==> src/rtl/lsq_issue_unit_pkg.sv <==
// Shared RISC-V load encodings and CVA5 load-tracking types used by the LSQ issue unit.
// Both packages live here so the load-extension helper sees the fn3 codes it decodes.
package riscv_types;
    localparam logic [2:0] LS_B_FN3 = 3'b000;
    localparam logic [2:0] LS_H_FN3 = 3'b001;
    localparam logic [2:0] LS_W_FN3 = 3'b010;
    localparam logic [2:0] L_BU_FN3 = 3'b100;
    localparam logic [2:0] L_HU_FN3 = 3'b101;
endpackage

package cva5_types;
    import riscv_types::*;

    localparam int ID_WIDTH = 4;
    typedef logic [ID_WIDTH-1:0] id_t;

    typedef struct packed {
        id_t        id;
        logic [2:0] fn3;
        logic [1:0] offset;
    } load_attr_t;

    // Align the addressed bytes to bit 0, then sign/zero extend by access size.
    function automatic logic [31:0] load_extend(input logic [31:0] word,
                                                input logic [2:0]  fn3,
                                                input logic [1:0]  offset);
        logic [31:0] shifted;
        shifted = word >> {offset, 3'b000};
        case (fn3)
            LS_B_FN3: return {{24{shifted[7]}}, shifted[7:0]};
            LS_H_FN3: return {{16{shifted[15]}}, shifted[15:0]};
            LS_W_FN3: return shifted;
            L_BU_FN3: return {24'h000000, shifted[7:0]};
            L_HU_FN3: return {16'h0000, shifted[15:0]};
            default:  return shifted;
        endcase
    endfunction
endpackage

==> src/rtl/lsq_issue_unit_fifo.sv <==
// Small power-of-two FIFO with a combinational head; a push is accepted while
// full when a pop happens in the same cycle.
module cva5_fifo #(
    parameter int DATA_WIDTH = 32,
    parameter int DEPTH      = 4
) (
    input  logic                  clk,
    input  logic                  rst,
    input  logic                  push,
    input  logic                  pop,
    input  logic [DATA_WIDTH-1:0] data_in,
    output logic [DATA_WIDTH-1:0] data_out,
    output logic                  valid
);
    localparam int PW = $clog2(DEPTH);
    localparam int CW = $clog2(DEPTH + 1);
    localparam logic [CW-1:0] DEPTH_C = CW'(DEPTH);

    logic [DATA_WIDTH-1:0] mem_r [DEPTH];
    logic [PW-1:0]         rd_ptr_r;
    logic [PW-1:0]         wr_ptr_r;
    logic [CW-1:0]         count_r;
    logic                  full_s;
    logic                  do_pop_s;
    logic                  do_push_s;

    assign valid     = (count_r != {CW{1'b0}});
    assign full_s    = (count_r == DEPTH_C);
    assign do_pop_s  = pop && valid;
    assign do_push_s = push && (!full_s || do_pop_s);
    assign data_out  = mem_r[rd_ptr_r];

    // Pointer and occupancy bookkeeping.
    always_ff @(posedge clk) begin
        if (rst) begin
            rd_ptr_r <= {PW{1'b0}};
            wr_ptr_r <= {PW{1'b0}};
            count_r  <= {CW{1'b0}};
        end else begin
            if (do_pop_s)  rd_ptr_r <= rd_ptr_r + PW'(1'b1);
            if (do_push_s) wr_ptr_r <= wr_ptr_r + PW'(1'b1);
            case ({do_push_s, do_pop_s})
                2'b10:   count_r <= count_r + CW'(1'b1);
                2'b01:   count_r <= count_r - CW'(1'b1);
                default: count_r <= count_r;
            endcase
        end
    end

    // Storage array; contents need no reset since occupancy gates the head.
    always_ff @(posedge clk) begin
        if (do_push_s) mem_r[wr_ptr_r] <= data_in;
    end
endmodule

==> src/rtl/lsq_issue_unit.sv <==
// Issues load/store queue heads to the memory subunits, bounds outstanding loads,
// and returns in-order load responses as extended writebacks.
module lsq_issue_unit
    import cva5_types::*;
#(
    parameter int LOAD_DEPTH = 4
) (
    input  logic        clk,
    input  logic        rst,
    input  logic        lsq_valid,
    output logic        lsq_pop,
    input  logic [31:0] lsq_addr,
    input  logic        lsq_load,
    input  logic        lsq_store,
    input  logic [3:0]  lsq_be,
    input  logic [2:0]  lsq_fn3,
    input  logic [31:0] lsq_data,
    input  id_t         lsq_id,
    input  logic [1:0]  lsq_subunit_id,
    output logic        mem_req_valid,
    input  logic        mem_req_ready,
    output logic [31:0] mem_addr,
    output logic        mem_load,
    output logic        mem_store,
    output logic [3:0]  mem_be,
    output logic [31:0] mem_data,
    output logic [1:0]  mem_subunit_id,
    input  logic        mem_rd_valid,
    input  logic [31:0] mem_rd_data,
    output logic        wb_valid,
    input  logic        wb_ack,
    output id_t         wb_id,
    output logic [31:0] wb_data
);
    localparam int CW = $clog2(LOAD_DEPTH + 1);
    localparam logic [CW-1:0] DEPTH_C = CW'(LOAD_DEPTH);

    logic [CW-1:0] cnt_r;
    logic          load_issue_s;
    logic          wb_pop_s;
    logic          attr_valid_s;
    logic          resp_valid_s;
    load_attr_t    attr_in_s;
    load_attr_t    attr_head_s;
    logic [31:0]   resp_head_s;

    // Only loads (including fused load/store entries) are held back at full.
    assign mem_req_valid  = lsq_valid && (!lsq_load || (cnt_r < DEPTH_C));
    assign lsq_pop        = mem_req_valid && mem_req_ready;
    assign mem_addr       = lsq_addr;
    assign mem_load       = lsq_load;
    assign mem_store      = lsq_store;
    assign mem_be         = lsq_be;
    assign mem_data       = lsq_data;
    assign mem_subunit_id = lsq_subunit_id;

    assign load_issue_s = lsq_pop && lsq_load;
    assign wb_pop_s     = wb_valid && wb_ack;
    assign attr_in_s    = {lsq_id, lsq_fn3, lsq_addr[1:0]};

    assign wb_valid = resp_valid_s && attr_valid_s;
    assign wb_id    = attr_head_s.id;
    assign wb_data  = load_extend(resp_head_s, attr_head_s.fn3, attr_head_s.offset);

    // Outstanding load count: issue adds one, writeback handshake retires one.
    always_ff @(posedge clk) begin
        if (rst) begin
            cnt_r <= {CW{1'b0}};
        end else begin
            case ({load_issue_s, wb_pop_s})
                2'b10:   cnt_r <= cnt_r + CW'(1'b1);
                2'b01:   cnt_r <= cnt_r - CW'(1'b1);
                default: cnt_r <= cnt_r;
            endcase
        end
    end

    cva5_fifo #(
        .DATA_WIDTH ($bits(load_attr_t)),
        .DEPTH      (LOAD_DEPTH)
    ) u_attr_fifo (
        .clk      (clk),
        .rst      (rst),
        .push     (load_issue_s),
        .pop      (wb_pop_s),
        .data_in  (attr_in_s),
        .data_out (attr_head_s),
        .valid    (attr_valid_s)
    );

    cva5_fifo #(
        .DATA_WIDTH (32),
        .DEPTH      (LOAD_DEPTH)
    ) u_resp_fifo (
        .clk      (clk),
        .rst      (rst),
        .push     (mem_rd_valid),
        .pop      (wb_pop_s),
        .data_in  (mem_rd_data),
        .data_out (resp_head_s),
        .valid    (resp_valid_s)
    );
endmodule

==> config.mk <==
export PLATFORM = sky130hd
export DESIGN_NAME = lsq_issue_unit
export DESIGN_NICKNAME = d
export VERILOG_FILES = /design/src/rtl/lsq_issue_unit_pkg.sv /design/src/rtl/lsq_issue_unit_fifo.sv /design/src/rtl/lsq_issue_unit.sv
export SDC_FILE = /design/constraint.sdc
export NUM_CORES = 1
export LEC_CHECK = 0
export CAP_MARGIN = 10
export CORE_MARGIN = 2
export CORE_UTILIZATION = 44
export CTS_CLUSTER_SIZE = 28
export DETAILED_ROUTE_END_ITERATION = 8
export PLACE_DENSITY = 0.75
export SETUP_SLACK_MARGIN = 0.05
export SYNTH_ARGS = -nofsm -noshare
export SYNTH_HDL_FRONTEND = slang
export SYNTH_SLANG_ARGS = --single-unit
==> constraint.sdc <==
create_clock -name clk -period 2.5 [get_ports clk]
set_input_delay 0.25 -clock clk [delete_from_list [all_inputs] [get_ports clk]]
set_output_delay 0.25 -clock clk [all_outputs]
set_load 0.01 [all_outputs]
==> summary.md <==
| Metric | Value |
|---|---|
| Area leader, netlist | `edfxtp_1` |
| Global route overflow | `0` |
| Mapped Area | `8520 µm²` |
| Clock Root Buffer | `clkbuf_16` |
| Final Worst Setup Slack | `-0.380 ns` |
| Min-Delay Path Depth | `1` |
| Hold_buf cts | `0` |
| Mapped Cells | `545` |
| Remaining antenna violation count | `0` |
| H-tree levels | `4` |
| Clk_lat worst skew | `0.43 ns` |
| RSZ-0062 raised after global routing | `true` |
| Die H | `143 µm` |
| Most frequent cells in the layout | `edfxtp_1, clkdlybuf4s50_1, mux4_2, buf_4, buf_2` |
| Antenna violations before repair | `0` |
| Peak VDD IR | `585 µV` |
| Post-synthesis xor/xnor area fraction | `0.925%` |
| Required time of the critical path | `2.25 ns` |
| Mapped Nets | `675` |
| Reg2Reg Depth | `9` |
| Post-synthesis sequential area ratio | `62.7%` |
| Clock Sinks | `185` |
| Placed Area | `9560 µm²` |
| WHS Endpoint | `u_resp_fifo.mem_r[0][6]` |
| Total number of yosys warnings | `0` |
| Crit Reg-Reg Startpoint | `u_resp_fifo.count_r[2]` |
| Via count | `4923` |
| Arr. time, crit path | `2.63 ns` |
| HP Class | `input pin to flip-flop` |
| Fin util | `55.5%` |
| Core area | `18800 µm²` |
| Clock buffer depth | `2` |
| Area Growth Syn to Fin | `22.6%` |
| # port buffers | `89` |
| #FFs+latches synth | `185` |
| Initial DRC Count | `355` |
| Pleak | `3.63 nW` |
| Fin crit share | `115%` |
| Largest family of logic cells by synthesized area | `multiplexers` |
| Final Instance Area | `10400 µm²` |
| Slew HR | `60.0%` |
| Avg Synthesized Cell Area | `15.6 µm²` |
| Tmin final | `2.88 ns` |
| R2R setup slack | `0.15 ns` |
| Total Routing Usage GR | `18.4%` |
| Drt drc | `0` |
| I/O pins | `228` |
| Post-synth cell types | `49` |
| Synth Area in Adders | `2.17%` |
| Synth top area share | `57.8%` |
| CP startpoint kind | `flip-flop` |
| Total inserted antenna cells | `0` |
| Setup violators final | `32` |
| Hpwl dp | `12300 µm` |
| DR WL/cell | `20.4 µm` |
| Initial Util | `45.2%` |
| Post-synthesis mux area share | `14.1%` |
| Synth Area in Compound Gates | `6.04%` |
| DRT Pass-1 Iters | `5` |
| DIE WIDTH | `143 µm` |
| Routability congestion estimate | `0.874` |
| Critical path peak fanout | `16` |
| First-pass GRT wire length | `28000 µm` |
| Power per cell area | `692 nW/µm²` |
| Synth top area cells | `edfxtp_1, mux4_2, buf_4, dfxtp_1, mux2i_1` |
| Leading cell type in the layout, fill and taps excluded | `edfxtp_1` |
| Hold wc startpoint | `mem_rd_data[6]` |
| CP Capture Type | `output pin` |
| Row count | `50` |
| Number of max-cap violations | `0` |
| Prevailing post-synth register cell | `edfxtp_1` |
| Least-Margin Pin Slew | `0.595 ns` |
| TritonCTS clock tree | `built` |
| FFs w/ async S/R, synth | `0%` |
| CTS clock-pin slew for the worst setup and hold paths | `0.06 ns` |
| CTS buffer count | `17` |
| Slew Limit Fails | `0` |
| Vias per cell | `5.46` |
| Layout cells sized above 1 | `36.3%` |
| Post-synth EDFFs | `164` |
| Clock skew | `0.00528 ns` |
| Reg2reg end | `u_attr_fifo.count_r[2]` |
| Largest net degree at the start of global routing | `33` |
| Status | `complete, but fails checks` |
| Number of global-route vias before repair | `5169` |
| Nets | `759` |
| Die area | `20500 µm²` |
| Final hold viol count | `0` |
| Failing checks | `setup timing` |
| Simple-gate portion of the synthesized area | `5.24%` |
| Critical path class | `flip-flop to output pin` |
| Final WL | `18400 µm` |
| Fmax | `347 MHz` |
==> layout make-up <==
cell class / count / area, µm²
clock inverters: 12 / 120
fillers: 1423 / 8380
inverters: 16 / 60.1
flip-flops and latches: 185 / 5350
clock buffers: 20 / 437
multi-input cells: 246 / 2580
well taps: 260 / 325
repair buffers: 163 / 1570
==> state kept, by name (all words and copies together) (netlist names), named ones only <==
name                  cells
u_attr_fifo.wr_ptr_r      2
u_resp_fifo.mem_r       128
u_resp_fifo.wr_ptr_r      2
u_resp_fifo.count_r       3
u_attr_fifo.mem_r        36
u_attr_fifo.count_r       3
u_resp_fifo.rd_ptr_r      2
u_attr_fifo.rd_ptr_r      2
cnt_r                     3
==> how the worst max path moves through the flow <==
stage,depth (start not counted),endpoint,slack (ns),start
final,7,wb_data[26],-0.38,flip-flop
after global routing,8,wb_data[12],-0.42,flip-flop
after CTS,8,wb_data[12],-0.41,flip-flop
after detailed placement,6,wb_data[15],-0.39,flip-flop
after global placement,6,wb_data[28],-0.33,flip-flop
after floorplan,10,u_attr_fifo.count_r[2],0.17,u_resp_fifo.count_r[2]
==> synthesized netlist by cell type, drive strengths merged (2+ instances only) <==
| master | n |
|---|---|
| inv | 16 |
| edfxtp | 164 |
| fa | 3 |
| or3b | 2 |
| xnor2 | 2 |
| mux2i | 14 |
| and3 | 10 |
| buf | 91 |
| ha | 10 |
| o21ai | 14 |
| nor3 | 4 |
| o211ai | 9 |
| a21oi | 23 |
| clkbuf | 7 |
| mux4 | 41 |
| nand4 | 3 |
| a32oi | 2 |
| xor2 | 7 |
| or2 | 9 |
| nand3 | 5 |
| nor2 | 19 |
| or3 | 4 |
| nor2b | 4 |
| o221ai | 8 |
| a31oi | 2 |
| a211o | 3 |
| a311oi | 2 |
| dfxtp | 21 |
| mux2 | 12 |
| nand2 | 23 |
| a21boi | 2 |
==> metal layers <==
metal / up-vias / GRT usage [%] / routed length, µm
li1: 2190 / - / -
met1: 2480 / 22.0 / 7140
met2: 176 / 30.3 / 9240
met3: 77 / 3.96 / 1010
met4: 0 / 11.3 / 979
met5: - / 0 / 0
==> timing repair <==
item                                    in CTS  in global routing
endpoints found under the setup margin      36                 33
resized for setup                          188                 30
pin swaps                                    9                  4
gates cloned                                 2                  1
buffers inserted                            11                  6
==> stage by stage <==
step                setup slack (ns)  TNS, ns  instances  hold slack (ns)  power (W)
detailed placement            -0.393    -8.43        852            0.496    0.00468
finish                        -0.380    -8.33        902            0.451    0.00722
floorplan                      0.172        0        545            0.349    0.00427
CTS                           -0.406    -8.72        897            0.430    0.00725
global placement              -0.331    -6.82        852            0.470    0.00464
global route                  -0.424   -10.59        902            0.450    0.00748
==> critical path, stage by stage, from the launching register on <==
cell,delay (ns)
dfxtp_4,0.37
buf_4,0.11
mux4_2,0.54
or3b_1,0.41
a211o_1,0.30
buf_12,0.16
o211ai_1,0.12
buf_2,0.18
==> where the power goes <==
group,switching [W],total [W],internal [W]
registers,0.0000457,0.00354,0.00350
logic,0.000576,0.00117,0.000595
clock network,0.00113,0.00251,0.00138
==> logic make-up (layout without fill, tap and decap cells) <==
| kind of cell | after synthesis | count (layout) |
|---|---|---|
| buf+inv | 114 | 211 |
| flops | 185 | 185 |
| xor+xnor | 9 | 9 |
| fa+ha+maj | 13 | 13 |
| mux | 67 | 67 |
| compound gates | 70 | 70 |
| simple gates | 87 | 87 |
Power figures use the tool's default switching activity.
